`config.mk`:
```
export PLATFORM = sky130hd
export DESIGN_NAME = irq_ctrl
export DESIGN_NICKNAME = d
export VERILOG_FILES = /design/src/rtl/irq_pkg.sv /design/src/rtl/irq_timer.sv /design/src/rtl/irq_ctrl.sv
export SDC_FILE = /design/constraint.sdc
export NUM_CORES = 1
export LEC_CHECK = 0
export BUFFER_PORTS_ARGS = -buffer_cell sky130_fd_sc_hd__buf_2
export CORE_UTILIZATION = 40
export DETAILED_ROUTE_END_ITERATION = 6
export GPL_ROUTABILITY_DRIVEN = 0
export PLACE_DENSITY = 0.77
export SLEW_MARGIN = 20
export SYNTH_ARGS = -nofsm -noshare
export SYNTH_HDL_FRONTEND = slang
export SYNTH_SLANG_ARGS = --single-unit
```
`constraint.sdc`:
```
create_clock -name clk -period 8.5 [get_ports clk]
set_input_delay 1.275 -clock clk [delete_from_list [all_inputs] [get_ports clk]]
set_output_delay 1.275 -clock clk [all_outputs]
set_load 0.05 [all_outputs]
```
`src/rtl/irq_pkg.sv`:
```
//------------------------------------------------------------------------------
// Module      : irq_pkg
// Description : Shared types and constants for the interrupt controller.
// Revision    : 1.0 - initial release
//------------------------------------------------------------------------------
`default_nettype none

package irq_pkg;

    typedef enum logic [1:0] {
        ST_IDLE      = 2'd0,
        ST_SAVE_PC   = 2'd1,
        ST_SAVE_PEND = 2'd2,
        ST_ACTIVE    = 2'd3
    } irq_state_t;

    localparam logic QREG_PC   = 1'b0;
    localparam logic QREG_PEND = 1'b1;

endpackage : irq_pkg

`default_nettype wire

```
`src/rtl/irq_timer.sv`:
```
//------------------------------------------------------------------------------
// Module      : irq_timer
// Description : Loadable countdown timer with a single-cycle expire strobe.
// Revision    : 1.0 - initial release
//------------------------------------------------------------------------------
`default_nettype none

module irq_timer #(
    parameter int TIMER_WIDTH = 32
) (
    input  logic                   clk,
    input  logic                   reset,
    input  logic                   load,
    input  logic [TIMER_WIDTH-1:0] load_value,
    output logic [TIMER_WIDTH-1:0] value,
    output logic                   expire
);

    logic [TIMER_WIDTH-1:0] r_value;

    // Expire fires on the edge where the count moves 1 -> 0; a load overrides it.
    assign expire = !load && (r_value == TIMER_WIDTH'(1));
    assign value  = r_value;

    always_ff @(posedge clk or posedge reset) begin
        if (reset) begin
            r_value <= '0;
        end else if (load) begin
            r_value <= load_value;
        end else if (r_value != '0) begin
            r_value <= r_value - TIMER_WIDTH'(1);
        end
    end

endmodule : irq_timer

`default_nettype wire

```
`src/rtl/irq_ctrl.sv`:
```
//------------------------------------------------------------------------------
// Module      : irq_ctrl
// Description : Interrupt controller: pending/mask tracking, timer, dispatch FSM.
// Revision    : 1.0 - initial release
//------------------------------------------------------------------------------
`default_nettype none

module irq_ctrl
    import irq_pkg::*;
#(
    parameter int          NUM_IRQ      = 32,
    parameter int          TIMER_WIDTH  = 32,
    parameter logic [31:0] MASKED_IRQ   = 32'h0,
    parameter logic [31:0] LATCHED_IRQ  = 32'hffff_ffff,
    parameter int          TIMER_IRQ    = 0,
    parameter logic [31:0] PROGADDR_IRQ = 32'h0000_0010
) (
    input  logic                   clk,
    input  logic                   reset,
    input  logic [NUM_IRQ-1:0]     irq_in,
    input  logic                   boundary,
    input  logic [31:0]            next_pc,
    input  logic                   latched_compr,
    input  logic                   retirq,
    input  logic                   mask_wr,
    input  logic [NUM_IRQ-1:0]     mask_wdata,
    output logic [NUM_IRQ-1:0]     mask_rdata,
    input  logic                   timer_wr,
    input  logic [TIMER_WIDTH-1:0] timer_wdata,
    output logic [TIMER_WIDTH-1:0] timer_rdata,
    output logic                   redirect,
    output logic [31:0]            redirect_pc,
    output logic                   qreg_we,
    output logic                   qreg_idx,
    output logic [31:0]            qreg_wdata,
    output logic [NUM_IRQ-1:0]     eoi,
    output logic                   irq_active,
    output logic [NUM_IRQ-1:0]     pending
);

    irq_state_t         r_state;
    irq_state_t         w_state_next;
    logic [NUM_IRQ-1:0] r_mask;
    logic [NUM_IRQ-1:0] r_pend;
    logic [NUM_IRQ-1:0] r_eoi;
    logic               r_irq_delay;
    logic [NUM_IRQ-1:0] w_pend_next;
    logic [NUM_IRQ-1:0] w_serv;
    logic [NUM_IRQ-1:0] w_clear;
    logic [31:0]        w_serv_ext;
    logic               w_timer_expire;

    irq_timer #(
        .TIMER_WIDTH (TIMER_WIDTH)
    ) u_timer (
        .clk        (clk),
        .reset      (reset),
        .load       (timer_wr),
        .load_value (timer_wdata),
        .value      (timer_rdata),
        .expire     (w_timer_expire)
    );

    // Registered mask is the pre-write value, so a write during SAVE_PEND cannot alter the serviced set.
    assign w_serv  = r_pend & ~r_mask;
    assign w_clear = (r_state == ST_SAVE_PEND) ? w_serv : '0;

    always_comb begin
        w_serv_ext              = '0;
        w_serv_ext[NUM_IRQ-1:0] = w_serv;
    end

    for (genvar i = 0; i < NUM_IRQ; i++) begin : g_chan
        if (MASKED_IRQ[i]) begin : g_masked
            assign w_pend_next[i] = 1'b0;
        end else if (i == TIMER_IRQ) begin : g_timer
            assign w_pend_next[i] = irq_in[i] | w_timer_expire | (r_pend[i] & ~w_clear[i]);
        end else if (LATCHED_IRQ[i]) begin : g_latched
            assign w_pend_next[i] = irq_in[i] | (r_pend[i] & ~w_clear[i]);
        end else begin : g_level
            assign w_pend_next[i] = irq_in[i];
        end
    end

    always_ff @(posedge clk or posedge reset) begin
        if (reset) begin
            r_state     <= ST_IDLE;
            r_mask      <= '1;
            r_pend      <= '0;
            r_eoi       <= '0;
            r_irq_delay <= 1'b0;
        end else begin
            r_state     <= w_state_next;
            r_pend      <= w_pend_next;
            r_irq_delay <= (r_state == ST_ACTIVE) && retirq;
            if (mask_wr) begin
                r_mask <= mask_wdata;
            end
            if (r_state == ST_SAVE_PEND) begin
                r_eoi <= w_serv;
            end else if ((r_state == ST_ACTIVE) && retirq) begin
                r_eoi <= '0;
            end
        end
    end

    always_comb begin
        w_state_next = r_state;
        qreg_we      = 1'b0;
        qreg_idx     = QREG_PC;
        qreg_wdata   = '0;
        redirect     = 1'b0;
        case (r_state)
            ST_IDLE: begin
                if (boundary && !r_irq_delay && |w_serv) begin
                    w_state_next = ST_SAVE_PC;
                end
            end
            ST_SAVE_PC: begin
                qreg_we      = 1'b1;
                qreg_idx     = QREG_PC;
                qreg_wdata   = next_pc | {31'b0, latched_compr};
                redirect     = 1'b1;
                w_state_next = ST_SAVE_PEND;
            end
            ST_SAVE_PEND: begin
                qreg_we      = 1'b1;
                qreg_idx     = QREG_PEND;
                qreg_wdata   = w_serv_ext;
                w_state_next = ST_ACTIVE;
            end
            ST_ACTIVE: begin
                if (retirq) begin
                    w_state_next = ST_IDLE;
                end
            end
            default: w_state_next = ST_IDLE;
        endcase
    end

    assign redirect_pc = PROGADDR_IRQ;
    assign mask_rdata  = r_mask;
    assign pending     = r_pend;
    assign eoi         = r_eoi;
    assign irq_active  = (r_state == ST_ACTIVE);

endmodule : irq_ctrl

`default_nettype wire

```
* Word level (Yosys, flattened, before mapping) *
Cells that the tools add are included.
Widths: inputs -> output; s select.

storage, ports and cells
  flip-flop bits (word level) = 131
  output and inout bits = 196
  word-level logic and storage cells = 138

cells by class
  reduce and logical (&&, ||, !) cells = 13
  multiplexer cells = 12
  add/sub/neg operators = 1
  bitwise operators = 100
  equality and inequality tests = 6

operators with widths
  operator               number
  $mux 32                5
  $pmux 32 s2            1
  $or 1x1->1             33
  $and 1x1->1            32
  $and 32x32->32         1
  $eq 32x1->1 const B    1
  $not 1->1              32
  $not 32->32            1
  $or 32x1->32           1
  $reduce_bool 32->1     1
  $reduce_or 32->1       1
  $sub 32x1->32 const B  1
  $pmux 2 s4             1
  $eq 2x2->1 const B     2
  $logic_and 1x1->1      4
  $mux 2                 2
  $ne 2x2->1 const B     2
  $reduce_bool 2->1      2
  $mux 1                 3
  $eq 2x1->1 const B     1
  $logic_not 1->1        2
  $logic_not 2->1        1
  $reduce_and 2->1       1
  $reduce_or 2->1        1

* Longest topological paths before layout *
  word-level depth = 6
  gate-level depth with buffers = 8
  gate-level depth less buffers = 7

* Modules after synthesis *
Synthesis repeated with hierarchy kept, for this count alone.

unflattened totals
  cells, all modules = 701
  area, all modules = 7108.1 µm²

by module, submodules not included
  module     instances  cells an instance  sequential area each (µm²)  area each (µm²)
  irq_ctrl   1          481                2517.4                      4939.7
  irq_timer  1          220                800.8                       2168.3

* Least setup slack after synthesis *
OpenSTA, ideal clock, no wires.

  path kind = flip-flop to output port
  from = register r_state[0]
  to = output port qreg_wdata[2]
  slack = 4298 ps
  cell stages (with the launch flop) = 7
  data arrival time = 2927 ps
  cells stage by stage = dfrtp_1 -> inv_1 -> ha_1 -> clkbuf_1 -> buf_1 -> nand2_1 -> a21boi_0

between the ends
  word-level cells in the longest chain between the ends = 2
  elaborated cells between the ends (all ways) = 3

ends and longest elaborated chain
  element                                          RTL line         source
  from (decl)                                      irq_ctrl.sv:41   irq_state_t r_state;
  from (signal assigned)                           irq_ctrl.sv:93   r_state <= w_state_next;
  $eq 2x2->1 / $eq 2x1->1 (equally long branches)  irq_ctrl.sv:113  case (r_state)
  $pmux 32 s2 *                                    irq_ctrl.sv:113
  to (decl)                                        irq_ctrl.sv:35   output logic [31:0] qreg_wdata,

Mark *: on every way between the ends. The rest lies on a longest branch, timed or not.

* Final worst setup path *
  from = register r_state[0]
  to = output port qreg_wdata[16]

The elaborated chain is that of the path after synthesis.

==> results.yml <==
outcome:
  outcome: "finished, final reports clean"
routing:
  drcViolationCount: 0
  ant_nets: 0
  postRouteWirelength_um: 20960
  via_per_inst: 5.084
  drt_iter0_markers: 264
  first_pass_iters: 5
  vias: 6177
  wire_per_inst_um: 17.25
finish:
  final_nets: 1121
  final_core_util_pct: 54.11
  syn_to_final_growth_pct: 31.91
  stdcell_count: 1215
  stdcell_area_um2: 8974
  fillers: 1527
  drive_above_1_share_pct: 41.33
timing:
  fin_crit_sh_pct: 45.83
  final.setup.worst_slack_ns: 4.605
  rsz0062_at_grt: "false"
  finalHoldViolCount: 0
  tns_ns: 0
  worstMarginPinSlew_ns: 1.074
  finalMaxSlewViolations: 0
  fmax_mhz: 256.7
  setup_viol: 0
  whs_ns: 0.4862
  worst_clock_skew_ns: 0.01266
  slew_headroom_pct: 28.38
  min_period_ns: 3.895
logic_synthesis:
  async_reset_ff_share_pct: 100.0
  synth_xor_area_share_pct: 2.060
  avgSynthCellArea_um2: 9.802
  synth_area_leader_cell: "dfrtp_1"
  synth_top_family_by_area: "simple AND/OR/NAND/NOR gates"
  synthAdderAreaFrac_pct: 1.287
  synth-compound-area-share_pct: 15.10
  synth_ff_type: "dfrtp_1"
  yosysWarnings: 0
  synth_common_cells: "nand2_1, dfrtp_1, o21ai_0, nand2b_1, nor2b_1"
  synth_top_cell_area_share_pct: 36.42
  ys_seq_area_share_pct: 48.78
  syn_area_um2: 6803
  synthMuxAreaShare_pct: 6.051
  yosysMostFrequentCell: "nand2_1"
  synthSimpleGateAreaFrac_pct: 20.58
  ys_top_cells_by_area: "dfrtp_1, dfstp_2, nand2_1, mux2_2, a21boi_0"
  synth_seq_cells: 131
  yosysUniqueCellTypes: 51
  synth-edff-count: 0
  syn_inst: 694
grt:
  antenna_found_initial: 4
  grt_pass1_wl_um: 32720
  grt_max_degree: 99
  grt_usage_pct: 24.30
  grt-ovfl-total: 0
  grt_pass1_vias: 6017
critical_path:
  worstPathMaxFanout: 98
  path_class: "reg -> out"
  worst_ep_arrival_time_ns: 2.62
  setup.worst_path.start_class: "flip-flop"
  critPathCaptureType: "primary output"
  r2r_start: "u_timer.value[19]"
  rr_endpoint: "u_timer.value[1]"
  reg2reg_depth: 5
  critical_path_required_ns: 7.22
  reg2reg_slack_ns: 5.49
clocking:
  clock_latency_ns: 0.42
  htreeDepth: 4
  clock_sinks: 131
  cts_resized: 0
  ctsLongestPathBuffers: 2
  clockRootBuffer: "clkbuf_16"
  hold_buffers: 0
  cts_tree: "yes"
  cts_buffers: 17
  clkTransAtPathRegs_ns: 0.06
  postCtsSetupRepairBufs: 0
worst_hold_path:
  hold_end: "pending[6]"
  holdPathStages: 1
  hold_path_startpoint: "pending[6]"
  min_path_type: "reg -> reg"
power_and_ir_drop:
  finalPower_mw: 3.353
  leakage_nw: 4.143
  power.density_nw_per_um2: 373.7
  irDropWorstVdd_mv: 0.2040
placement:
  post-place-ws_ns: 5.070
  place_hpwl_um: 15630
  placed_cells: 1180
  placed_area_um2: 8353
  numPortBuffers: 298
floorplan:
  rows: 47
  die_h_um: 132.4
  boundaryPins: 331
  core_um2: 16580
  die-area_um2: 17530
  start_util_pct: 41.02
  die_width_um: 132.4
job:
  maxCapViolCount: 0
## placed cells by master (no fill, tap or decap), drive strengths merged, types with 8 or more instances in the layout
cell type,synthesis,layout
buf,39,302
nand2,122,122
dfrtp,99,99
o21ai,48,48
nor2b,34,34
nand2b,34,34
mux2,33,33
a21boi,32,32
conb,2,32
dfstp,32,32
a21o,31,31
clkbuf,27,18
nor4,15,15
nor3,13,13
inv,9,13
nor2,12,12
nand3,12,12
xnor2,11,11
or3,8,8
a21oi,8,8
a31oi,8,8
or4,8,8
## power by group
part	switching, mW	internal, mW
Sequential	0.107	0.781
Combinational	1.31	0.408
Clock	0.287	0.465
## area by class of cell
type / instances / area (µm²) / share of cell area (%)
Inverter: 9 / 38.79 / 0.4322
Clock inverter: 14 / 177.7 / 1.980
Antenna cell: 3 / 7.507 / 0.08366
Clock buffer: 18 / 429.2 / 4.782
Timing Repair Buffer: 302 / 1521 / 16.95
Tap cell: 220 / 275.3 / 3.067
Multi-Input combinational cell: 518 / 3206 / 35.72
Sequential cell: 131 / 3318 / 36.98
## critical path, cell delays in order (launching register included)
cell and delay (ns):
dfrtp_1 0.42, inv_1 0.17, ha_4 0.79, nand2_1 0.20, a21boi_0 0.27, buf_2 0.31
## how the worst max path moves through the flow
stage	from	endpoint	slack, ns	cells after the start
after detailed placement	r_state[0]	qreg_wdata[16]	5.07	5
after global routing	r_state[0]	qreg_wdata[16]	4.44	5
final	r_state[0]	qreg_wdata[16]	4.60	5
after global placement	r_state[0]	qreg_wdata[3]	5.11	4
after floorplan	reset	eoi[0]	3.78	1
after CTS	r_state[0]	qreg_wdata[16]	4.62	5
## cells by family after synthesis
family | count (synthesis)
other | 2
xor gates and xnor gates | 16
muxes | 37
DFF | 131
AOI/OAI and AO/OA | 153
adders and majority gates | 7
and+or+nand+nor | 273
buffers and inverters | 75
## layer usage
metal | wire length [µm] | part of all wire (%) | GRT usage, %
met5 | 13 | 0.062 | 0
met4 | 533 | 2.5 | 10.28
met3 | 1480 | 7.1 | 6.054
met2 | 10340 | 49 | 40.96
met1 | 8589 | 41 | 29.58
## state kept, by name (all words and copies together) (netlist names)
register	flops
eoi	32
mask_rdata	32
pending	32
u_timer.value	32
r_state	2
r_irq_delay	1
No activity file was read; power rests on OpenSTA's default activity.
